**src/rtl/clkdiv_pkg.sv**
```systemverilog
// Shared constants, channel mode encoding and the period helper for multi_clock_divider.
package clkdiv_pkg;

    localparam int CNT_W_DEFAULT = 8;
    localparam int MAX_CH        = 8;

    typedef enum logic [1:0] {
        MODE_IDLE  = 2'd0,
        MODE_RUN   = 2'd1,
        MODE_DRAIN = 2'd2
    } ch_mode_e;

    // Full output period in clk_in cycles for a given divide value.
    function automatic int unsigned clkdiv_period(input int unsigned div);
        return 2 * (div + 1);
    endfunction

endpackage

```
**src/rtl/clkdiv_channel.sv**
```systemverilog
// One divider channel: up-counter, active/pending divide registers, enable drain and sync.
// Optional edge pulses when CLKDIV_EDGE_PULSE_EN is defined.
module clkdiv_channel
    import clkdiv_pkg::*;
#(
    parameter int CNT_W       = CNT_W_DEFAULT,
    parameter int DEFAULT_DIV = 2
) (
    input  logic             clk_in,
    input  logic             reset_n,
    input  logic [CNT_W-1:0] div_i,
    input  logic             load_i,
    input  logic             en_i,
    input  logic             sync_i,
    output logic             clk_o,
    output logic             pend_o
`ifdef CLKDIV_EDGE_PULSE_EN
    ,
    output logic             rise_o,
    output logic             fall_o
`endif
);

    localparam logic [CNT_W-1:0] DEF_DIV = CNT_W'(DEFAULT_DIV);

    logic [CNT_W-1:0] cnt_q, cnt_d;
    logic [CNT_W-1:0] act_q, act_d;
    logic [CNT_W-1:0] pval_q, pval_d;
    logic             clk_q, clk_d;
    logic             pend_q, pend_d;
    logic             terminal;
    logic             apply;
    ch_mode_e         mode;

    always_comb begin
        mode     = en_i ? MODE_RUN : (clk_q ? MODE_DRAIN : MODE_IDLE);
        terminal = (cnt_q == act_q);
        cnt_d    = cnt_q;
        clk_d    = clk_q;
        case (mode)
            MODE_RUN: begin
                if (sync_i) begin
                    cnt_d = '0;
                    clk_d = 1'b0;
                end else if (terminal) begin
                    cnt_d = '0;
                    clk_d = ~clk_q;
                end else begin
                    cnt_d = cnt_q + 1'b1;
                end
            end
            // Finish the high phase at the next terminal count, then park low.
            MODE_DRAIN: begin
                if (terminal) begin
                    cnt_d = '0;
                    clk_d = 1'b0;
                end else begin
                    cnt_d = cnt_q + 1'b1;
                end
            end
            default: begin
                cnt_d = '0;
                clk_d = 1'b0;
            end
        endcase

        // Apply only at a falling toggle (sync included) or when parked idle.
        apply  = pend_q && ((terminal && clk_q) || (mode == MODE_IDLE));
        act_d  = apply ? pval_q : act_q;
        pend_d = pend_q && !apply;
        pval_d = pval_q;
        if (load_i) begin
            pend_d = 1'b1;
            pval_d = div_i;
        end
    end

    always_ff @(posedge clk_in or negedge reset_n) begin
        if (!reset_n) begin
            cnt_q  <= '0;
            clk_q  <= 1'b0;
            act_q  <= DEF_DIV;
            pval_q <= '0;
            pend_q <= 1'b0;
        end else begin
            cnt_q  <= cnt_d;
            clk_q  <= clk_d;
            act_q  <= act_d;
            pval_q <= pval_d;
            pend_q <= pend_d;
        end
    end

    assign clk_o  = clk_q;
    assign pend_o = pend_q;

`ifdef CLKDIV_EDGE_PULSE_EN
    logic rise_q, fall_q;

    always_ff @(posedge clk_in or negedge reset_n) begin
        if (!reset_n) begin
            rise_q <= 1'b0;
            fall_q <= 1'b0;
        end else begin
            rise_q <= clk_d & ~clk_q;
            fall_q <= clk_q & ~clk_d & ~(en_i & sync_i);
        end
    end

    assign rise_o = rise_q;
    assign fall_o = fall_q;
`endif

    // Counter never passes the half-period of the active divide value.
    a_cnt_range : assert property (@(posedge clk_in) disable iff (!reset_n)
        32'(cnt_q) < clkdiv_period(32'(act_q)) / 2);

endmodule

```
**src/rtl/multi_clock_divider.sv**
```systemverilog
// N-channel programmable clock divider with glitch-free ratio update and common sync.
// Optional rise_pls/fall_pls outputs when CLKDIV_EDGE_PULSE_EN is defined.
module multi_clock_divider
    import clkdiv_pkg::*;
#(
    parameter int NUM_CH      = 2,
    parameter int CNT_W       = CNT_W_DEFAULT,
    parameter int DEFAULT_DIV = 2
) (
    input  logic                    clk_in,
    input  logic                    reset_n,
    input  logic [NUM_CH*CNT_W-1:0] div_cfg,
    input  logic                    cfg_load,
    input  logic [NUM_CH-1:0]       ch_en,
    input  logic                    sync,
    output logic [NUM_CH-1:0]       clk_out,
    output logic                    cfg_busy
`ifdef CLKDIV_EDGE_PULSE_EN
    ,
    output logic [NUM_CH-1:0]       rise_pls,
    output logic [NUM_CH-1:0]       fall_pls
`endif
);

    logic [NUM_CH-1:0] pend_vec;

    for (genvar i = 0; i < NUM_CH; i++) begin : g_ch
        clkdiv_channel #(
            .CNT_W       (CNT_W),
            .DEFAULT_DIV (DEFAULT_DIV)
        ) u_ch (
            .clk_in  (clk_in),
            .reset_n (reset_n),
            .div_i   (div_cfg[i*CNT_W +: CNT_W]),
            .load_i  (cfg_load),
            .en_i    (ch_en[i]),
            .sync_i  (sync),
            .clk_o   (clk_out[i]),
            .pend_o  (pend_vec[i])
`ifdef CLKDIV_EDGE_PULSE_EN
            ,
            .rise_o  (rise_pls[i]),
            .fall_o  (fall_pls[i])
`endif
        );
    end

    assign cfg_busy = |pend_vec;

endmodule

```
**config.mk**
```make
export PLATFORM = sky130hd
export DESIGN_NAME = multi_clock_divider
export DESIGN_NICKNAME = d
export VERILOG_FILES = /design/src/rtl/clkdiv_pkg.sv /design/src/rtl/clkdiv_channel.sv /design/src/rtl/multi_clock_divider.sv
export SDC_FILE = /design/constraint.sdc
export NUM_CORES = 1
export LEC_CHECK = 0
export ABC_AREA = 1
export BUFFER_PORTS_ARGS = -buffer_cell sky130_fd_sc_hd__buf_2
export CORE_MARGIN = 2
export CORE_UTILIZATION = 54
export DETAILED_ROUTE_END_ITERATION = 10
export PLACE_DENSITY_LB_ADDON = 0.25
export SYNTH_ARGS = -nofsm -noshare
export SYNTH_HDL_FRONTEND = slang
export SYNTH_SLANG_ARGS = --single-unit
```
**constraint.sdc**
```tcl
create_clock -name clk_in -period 1.7 [get_ports clk_in]
set_input_delay 0.34 -clock clk_in [delete_from_list [all_inputs] [get_ports clk_in]]
set_output_delay 0.34 -clock clk_in [all_outputs]
set_load 0.02 [all_outputs]
```
==> results of run 1 <==
cells in the mapped netlist:
| cell type | count | area (um^2) |
|---|---|---|
| o21ai_0 | 2 | 10.0 |
| nor2_2 | 4 | 25.0 |
| buf_2 | 2 | 10.0 |
| inv_1 | 23 | 86.3 |
| nand2_1 | 117 | 439 |
| nand3_2 | 2 | 20.0 |
| xor2_1 | 5 | 43.8 |
| xnor2_1 | 14 | 123 |
| dfrtp_1 | 50 | 1250 |
| nor2_1 | 21 | 78.8 |
| dfstp_2 | 2 | 52.6 |
| a31oi_1 | 1 | 6.26 |
| clkinv_1 | 1 | 3.75 |
| ha_1 | 2 | 25.0 |
| nor3b_1 | 3 | 22.5 |
| clkbuf_1 | 2 | 7.51 |
| nor3_2 | 1 | 10.0 |
| a21oi_1 | 4 | 20.0 |
| nand4_1 | 1 | 6.26 |
| nand2_2 | 1 | 6.26 |
| nand3_1 | 20 | 100 |
| nand2_4 | 4 | 45.0 |
| buf_4 | 3 | 22.5 |
state kept, by name (all words and copies together) (netlist names):
register,cells
g_ch.u_ch.clk_o,2
g_ch.u_ch.pval_q,16
g_ch.u_ch.act_q,16
g_ch.u_ch.pend_o,2
g_ch.u_ch.cnt_q,16
how the worst max path moves through the flow:
stage / from / end / depth (start not counted)
final: g_ch[1].u_ch.pend_o / cfg_busy / 3
after global routing: g_ch[0].u_ch.pend_o / cfg_busy / 3
after CTS: g_ch[1].u_ch.pend_o / cfg_busy / 3
after detailed placement: g_ch[1].u_ch.act_q[1] / g_ch[1].u_ch.act_q[2] / 9
after global placement: g_ch[1].u_ch.act_q[1] / g_ch[1].u_ch.act_q[2] / 9
after floorplan: g_ch[1].u_ch.act_q[1] / g_ch[1].u_ch.act_q[5] / 9
cell type report:
| type | count | share of cell area (%) |
|---|---|---|
| clock buffer | 6 | 3.03 |
| inverter | 24 | 3.30 |
| sequential | 52 | 47.8 |
| timing repair buffer | 28 | 6.06 |
| tap | 52 | 2.39 |
| multi-input combinational | 202 | 36.0 |
| clock inverter | 2 | 1.42 |
worst register-to-register path: stages (launching register included):
cell,delay [ns]
dfstp_2,0.55
nand2_1,0.05
nand2_1,0.06
nand2_1,0.07
nor2_2,0.17
nand3_2,0.12
nand2_4,0.14
nand2_4,0.10
nand2_1,0.07
nand2_1,0.05
report_power, final:
part | internal (uW) | total [uW] | switching [uW]
logic | 187 | 448 | 261
clock network | 482 | 884 | 402
registers | 1380 | 1500 | 118
total | 2050 | 2830 | 781
timing repair:
| item | in CTS | in global routing |
|---|---|---|
| hold buffers | 1 | 0 |
| endpoints found under the hold margin | 16 | 0 |
| gates resized for setup | 0 | 0 |
per-layer routing:
metal	track usage [%]	share of wire, %	routed length [um]	up-vias
met5	0	0	0	-
li1	-	-	-	928
met1	26.8	50	2020	816
met2	28.7	44	1780	26
met3	4.84	4.2	168	6
met4	6.29	1.2	48	0
stage by stage:
step                      setup WS [ns]  cell area [um^2]  util [%]  hold slack (ns)
final                             0.152              2730      63.0            0.229
after global routing             0.0585              2730      63.0            0.213
after CTS                         0.140              2730      63.0            0.217
after detailed placement          0.227              2590      60.0            0.321
after global placement            0.236              2590      60.0            0.316
after floorplan                   0.378              2410         -           0.0444
kinds of logic after synthesis:
family                     Yosys count  synth area share, %
AOI/OAI and AO/OA                    7                 1.50
adders and majority gates            2                 1.04
buffers and inverters               31                 5.39
and+or+nand+nor                    174                 31.2
xor gates and xnor gates            19                 6.89
DFF                                 52                 54.0
==> impl_metrics.py, run 1 <==
metrics = {
    "run_status": {
        "outcome": "completed",
    },
    "floorplan": {
        "num_rows": 24,
        "start_util_pct": 55.8,
        "die_h_um": 70.9,
        "core_mm2": 0.00432,
        "ioPinCount": 25,
        "die_w_um": 70.9,
        "dieArea_mm2": 0.00502,
    },
    "power_and_ir_drop": {
        "p_leak_uw": 0.00142,
        "power_density_mw_per_mm2": 1040,
        "vdd_drop_max_uv": 608,
        "p_total_uw": 2830,
    },
    "worst_setup_path": {
        "crit_path_max_fanout": 10,
        "crit_required_ns": 1.36,
        "r2r-end": "g_ch[1].u_ch.act_q[2]",
        "critical_path.cell_chain": "inv_1 -> nand2_1 -> buf_2",
        "reg2regPathDepth": 9,
        "crit_buf_inv": 2,
        "end_kind": "output port",
        "max_stage_delay_ns": 0.56,
        "crit_path_top_delay_cell": "dfrtp_1",
        "crit_path_start_kind": "register",
        "crit_family": "flip-flops",
        "r2r-start": "g_ch[1].u_ch.act_q[1]",
        "reg2reg_slack_ns": 0.22,
        "arrival_ns": 1.21,
        "crit_type": "register to output port",
    },
    "min_path": {
        "min_from": "div_cfg[12]",
        "whs_endpoint": "g_ch[1].u_ch.pval_q[4]",
        "holdPathStages": 3,
        "hold_class": "input pin to register",
    },
    "detailed_routing": {
        "drt_iter0_markers": 112,
        "firstDrtPassIters": 4,
        "drc": 0,
        "vias": 1776,
        "routed_via_density": 4.85,
        "drtAntennaViolNets": 0,
        "drt-wirelength-per-cell_um": 11.0,
        "routed_wl_um": 4020,
    },
    "synthesis": {
        "synthesis.yosys.warnings": 0,
        "syn_area_mm2": 0.00241,
        "postSynthAreaPerCell_um2": 8.47,
        "ys_seq_elements": 52,
        "syn_inst": 285,
        "synth_fp_nets": 309,
        "ys_seq_area_share_pct": 54.0,
        "yosys.cell_types.count": 23,
    },
    "cts": {
        "root_buffer": "clkbuf_8",
        "post_cts_buffers": 0,
        "max-clock-path-buffers": 2,
        "clock_sinks": 52,
        "htree_levels": 2,
        "cts_tree": "yes",
        "clk_latency_ns": 0.30,
        "clk_pin_slew_worst_paths_ns": 0.09,
        "cts_buffers": 5,
    },
    "timing": {
        "finalSetupViolCount": 0,
        "fmax_ghz": 0.646,
        "skew_ns": 0.00470,
        "rsz0062_at_grt": "false",
        "final_hold_viol_count": 0,
        "period_minus_slack_ns": 1.55,
        "tightest_slew_ns": 0.469,
        "tns_ns": 0,
        "finalMaxSlewViolations": 0,
        "fin_crit_sh_pct": 91.0,
        "slew_headroom_pct": 68.6,
    },
    "final_layout": {
        "layout-drive-gt1-share_pct": 15.6,
        "regArea_mm2": 0.00130,
        "area_delta_synth_final_pct": 12.9,
        "finalNetCount": 337,
        "n_antenna_cell": 0,
        "instances_no_fill": 366,
        "multi_input_area_um2": 981,
        "mostFrequentLayoutCell": "nand2_1",
        "fillers": 404,
        "final_cell_mix": "nand2_1 (117), dfrtp_1 (50), buf_2 (24)",
    },
    "placement": {
        "hpwl_um": 2970,
        "gp_congestion": 0.759,
        "io_buffer_count": 24,
        "placed_cells": 357,
    },
    "grt": {
        "grt.overflow.total": 0,
        "grt_pass1_wl_um": 7510,
        "antenna_found_initial": 0,
        "first_global_vias": 1670,
        "grt_max_degree": 23,
        "track_usage_pct": 18.9,
    },
    "run": {
        "cap_violations": 0,
    },
}
Power figures use the tool's default switching activity.
==> run 2: changes to the inputs <==
BUFFER_PORTS_ARGS = unset   (was -buffer_cell sky130_fd_sc_hd__buf_2)
CORE_UTILIZATION = 45   (was 54)
DONT_BUFFER_PORTS = 1   (was unset)
==> impl_metrics.py, run 2 (synthesis gave the netlist of run 1 again) <==
metrics = {
    "cts": {
        "clk_pin_slew_worst_paths_ns": 0.09,
        "clock_sinks": 52,
        "root_buffer": "clkbuf_8",
        "htree_levels": 2,
        "max-clock-path-buffers": 2,
        "cts_buffers": 5,
        "cts_repair_resize_count": 0,
        "post_cts_buffers": 0,
        "clk_latency_ns": 0.30,
        "cts_tree": "yes",
    },
    "timing": {
        "tns_ns": 0,
        "tightest_slew_ns": 0.464,
        "final_hold_viol_count": 0,
        "fin_crit_sh_pct": 88.0,
        "period_minus_slack_ns": 1.50,
        "hold_ws_ns": 0.148,
        "finalMaxSlewViolations": 0,
        "finalSetupViolCount": 0,
        "skew_ns": 0.00754,
        "rsz0062_at_grt": "false",
        "slew_headroom_pct": 68.9,
        "fmax_ghz": 0.668,
    },
    "worst_setup_path": {
        "crit_type": "register to register",
        "crit_buf_inv": 0,
        "crit_path_top_delay_cell": "dfstp_2",
        "end_kind": "register",
        "reg2reg_slack_ns": 0.20,
        "r2r-end": "g_ch[1].u_ch.act_q[2]",
        "crit_path_start_kind": "register",
        "crit_family": "simple AND/OR/NAND/NOR gates",
        "max_stage_delay_ns": 0.55,
        "arrival_ns": 1.69,
        "r2r-start": "g_ch[1].u_ch.act_q[1]",
        "reg2regPathDepth": 9,
        "cp_common_cell": "nand2_1",
        "crit_required_ns": 1.89,
        "crit_path_max_fanout": 10,
        "critical_path.cell_chain": "nand2_1 -> nand2_1 -> nand2_1 -> nor2_2 -> nand3_2 -> nand2_4 -> nand2_4 -> nand2_1 -> nand2_1",
    },
    "power_and_ir_drop": {
        "p_leak_uw": 0.00132,
        "vdd_drop_max_uv": 652,
        "power_density_mw_per_mm2": 1090,
    },
    "grt": {
        "track_usage_pct": 15.6,
        "grt_max_degree": 53,
        "grt_pass1_wl_um": 7530,
        "grt.overflow.total": 0,
        "antenna_found_initial": 0,
        "first_global_vias": 1669,
    },
    "floorplan": {
        "die_w_um": 77.3,
        "die_h_um": 77.3,
        "dieArea_mm2": 0.00597,
        "ioPinCount": 25,
        "core_mm2": 0.00514,
        "num_rows": 26,
        "start_util_pct": 47.0,
    },
    "detailed_routing": {
        "drc": 0,
        "vias": 1669,
        "drt_iter0_markers": 161,
        "routed_wl_um": 4040,
        "drt-wirelength-per-cell_um": 11.3,
        "routed_via_density": 4.66,
        "firstDrtPassIters": 4,
        "drtAntennaViolNets": 0,
    },
    "min_path": {
        "whs_endpoint": "g_ch[0].u_ch.pval_q[3]",
        "holdPathStages": 2,
        "min_from": "cfg_load",
        "hold_class": "input pin to register",
    },
    "final_layout": {
        "finalNetCount": 312,
        "n_antenna_cell": 0,
        "final_area_mm2": 0.00264,
        "mostFrequentLayoutCell": "nand2_1",
        "area_delta_synth_final_pct": 9.17,
        "layout-drive-gt1-share_pct": 7.99,
        "reg.largest.list": "g_ch.u_ch.act_q x16, g_ch.u_ch.cnt_q x16, g_ch.u_ch.pval_q x16",
        "final_cell_mix": "nand2_1 (117), dfrtp_1 (50), inv_1 (23)",
    },
    "placement": {
        "gp_congestion": 0.750,
        "io_buffer_count": 0,
        "hpwl_um": 2850,
        "placed_area_mm2": 0.00247,
    },
    "run": {
        "cap_violations": 0,
    },
    "run_status": {
        "outcome": "completed",
    },
}
-- run 2: cell types whose count changed in the layout (fill, tap and decap cells not counted), sizes merged --
cell	before	now
clkbuf	6	5
clkinv	2	1
bufinv	1	2
buf	27	2
-- run 2: what timing repair did --
| action | 4_1_cts | 5_1_grt |
|---|---|---|
| hold buffers | 2 | 0 |
| endpoints found under the setup margin | 0 | 0 |
| hold endpoints to repair | 52 | 0 |
-- run 2: worst max-delay path by stage --
stage / start / end / slack, ns / depth (start not counted)
floorplan: g_ch[1].u_ch.act_q[1] / g_ch[1].u_ch.act_q[5] / 0.38 / 9
global placement: g_ch[1].u_ch.act_q[1] / g_ch[1].u_ch.act_q[0] / 0.24 / 9
detailed placement: g_ch[1].u_ch.act_q[1] / g_ch[1].u_ch.act_q[2] / 0.20 / 9
CTS: g_ch[1].u_ch.act_q[1] / g_ch[1].u_ch.act_q[2] / 0.18 / 9
global route: g_ch[1].u_ch.cnt_q[5] / g_ch[1].u_ch.act_q[3] / 0.06 / 10
finish: g_ch[1].u_ch.act_q[1] / g_ch[1].u_ch.act_q[2] / 0.20 / 9
-- run 2: layer usage --
layer	wire length (um)	GRT usage [%]	vias up
met5	0	0	-
met2	1730	24.2	29
met3	228	3.06	5
li1	-	-	876
met1	2010	21.3	759
met4	72	6.96	0
-- run 2: cell type report --
class	count	area (um^2)
Fill cell	508	2500
Timing Repair Buffer	3	45.0
Clock inverter	2	60.1
Multi-Input combinational cell	202	981
Inverter	24	90.1
Sequential cell	52	1300
Tap cell	70	87.6
Clock buffer	5	68.8
-- run 2: per-stage QoR --
step,instances,util [%],power (uW),setup slack [ns]
finish,358,51.3,2880,0.203
global route,358,51.3,3060,0.0579
CTS,358,51.3,2930,0.180
detailed placement,349,48.1,1910,0.197
global placement,349,48.1,1890,0.241
floorplan,285,-,1840,0.378
-- run 2: power by group --
group / leakage (uW) / switching [uW] / internal [uW]
combinational: 0.000596 / 250 / 169
clock: 0.0000642 / 390 / 579
sequential: 0.000661 / 117 / 1380
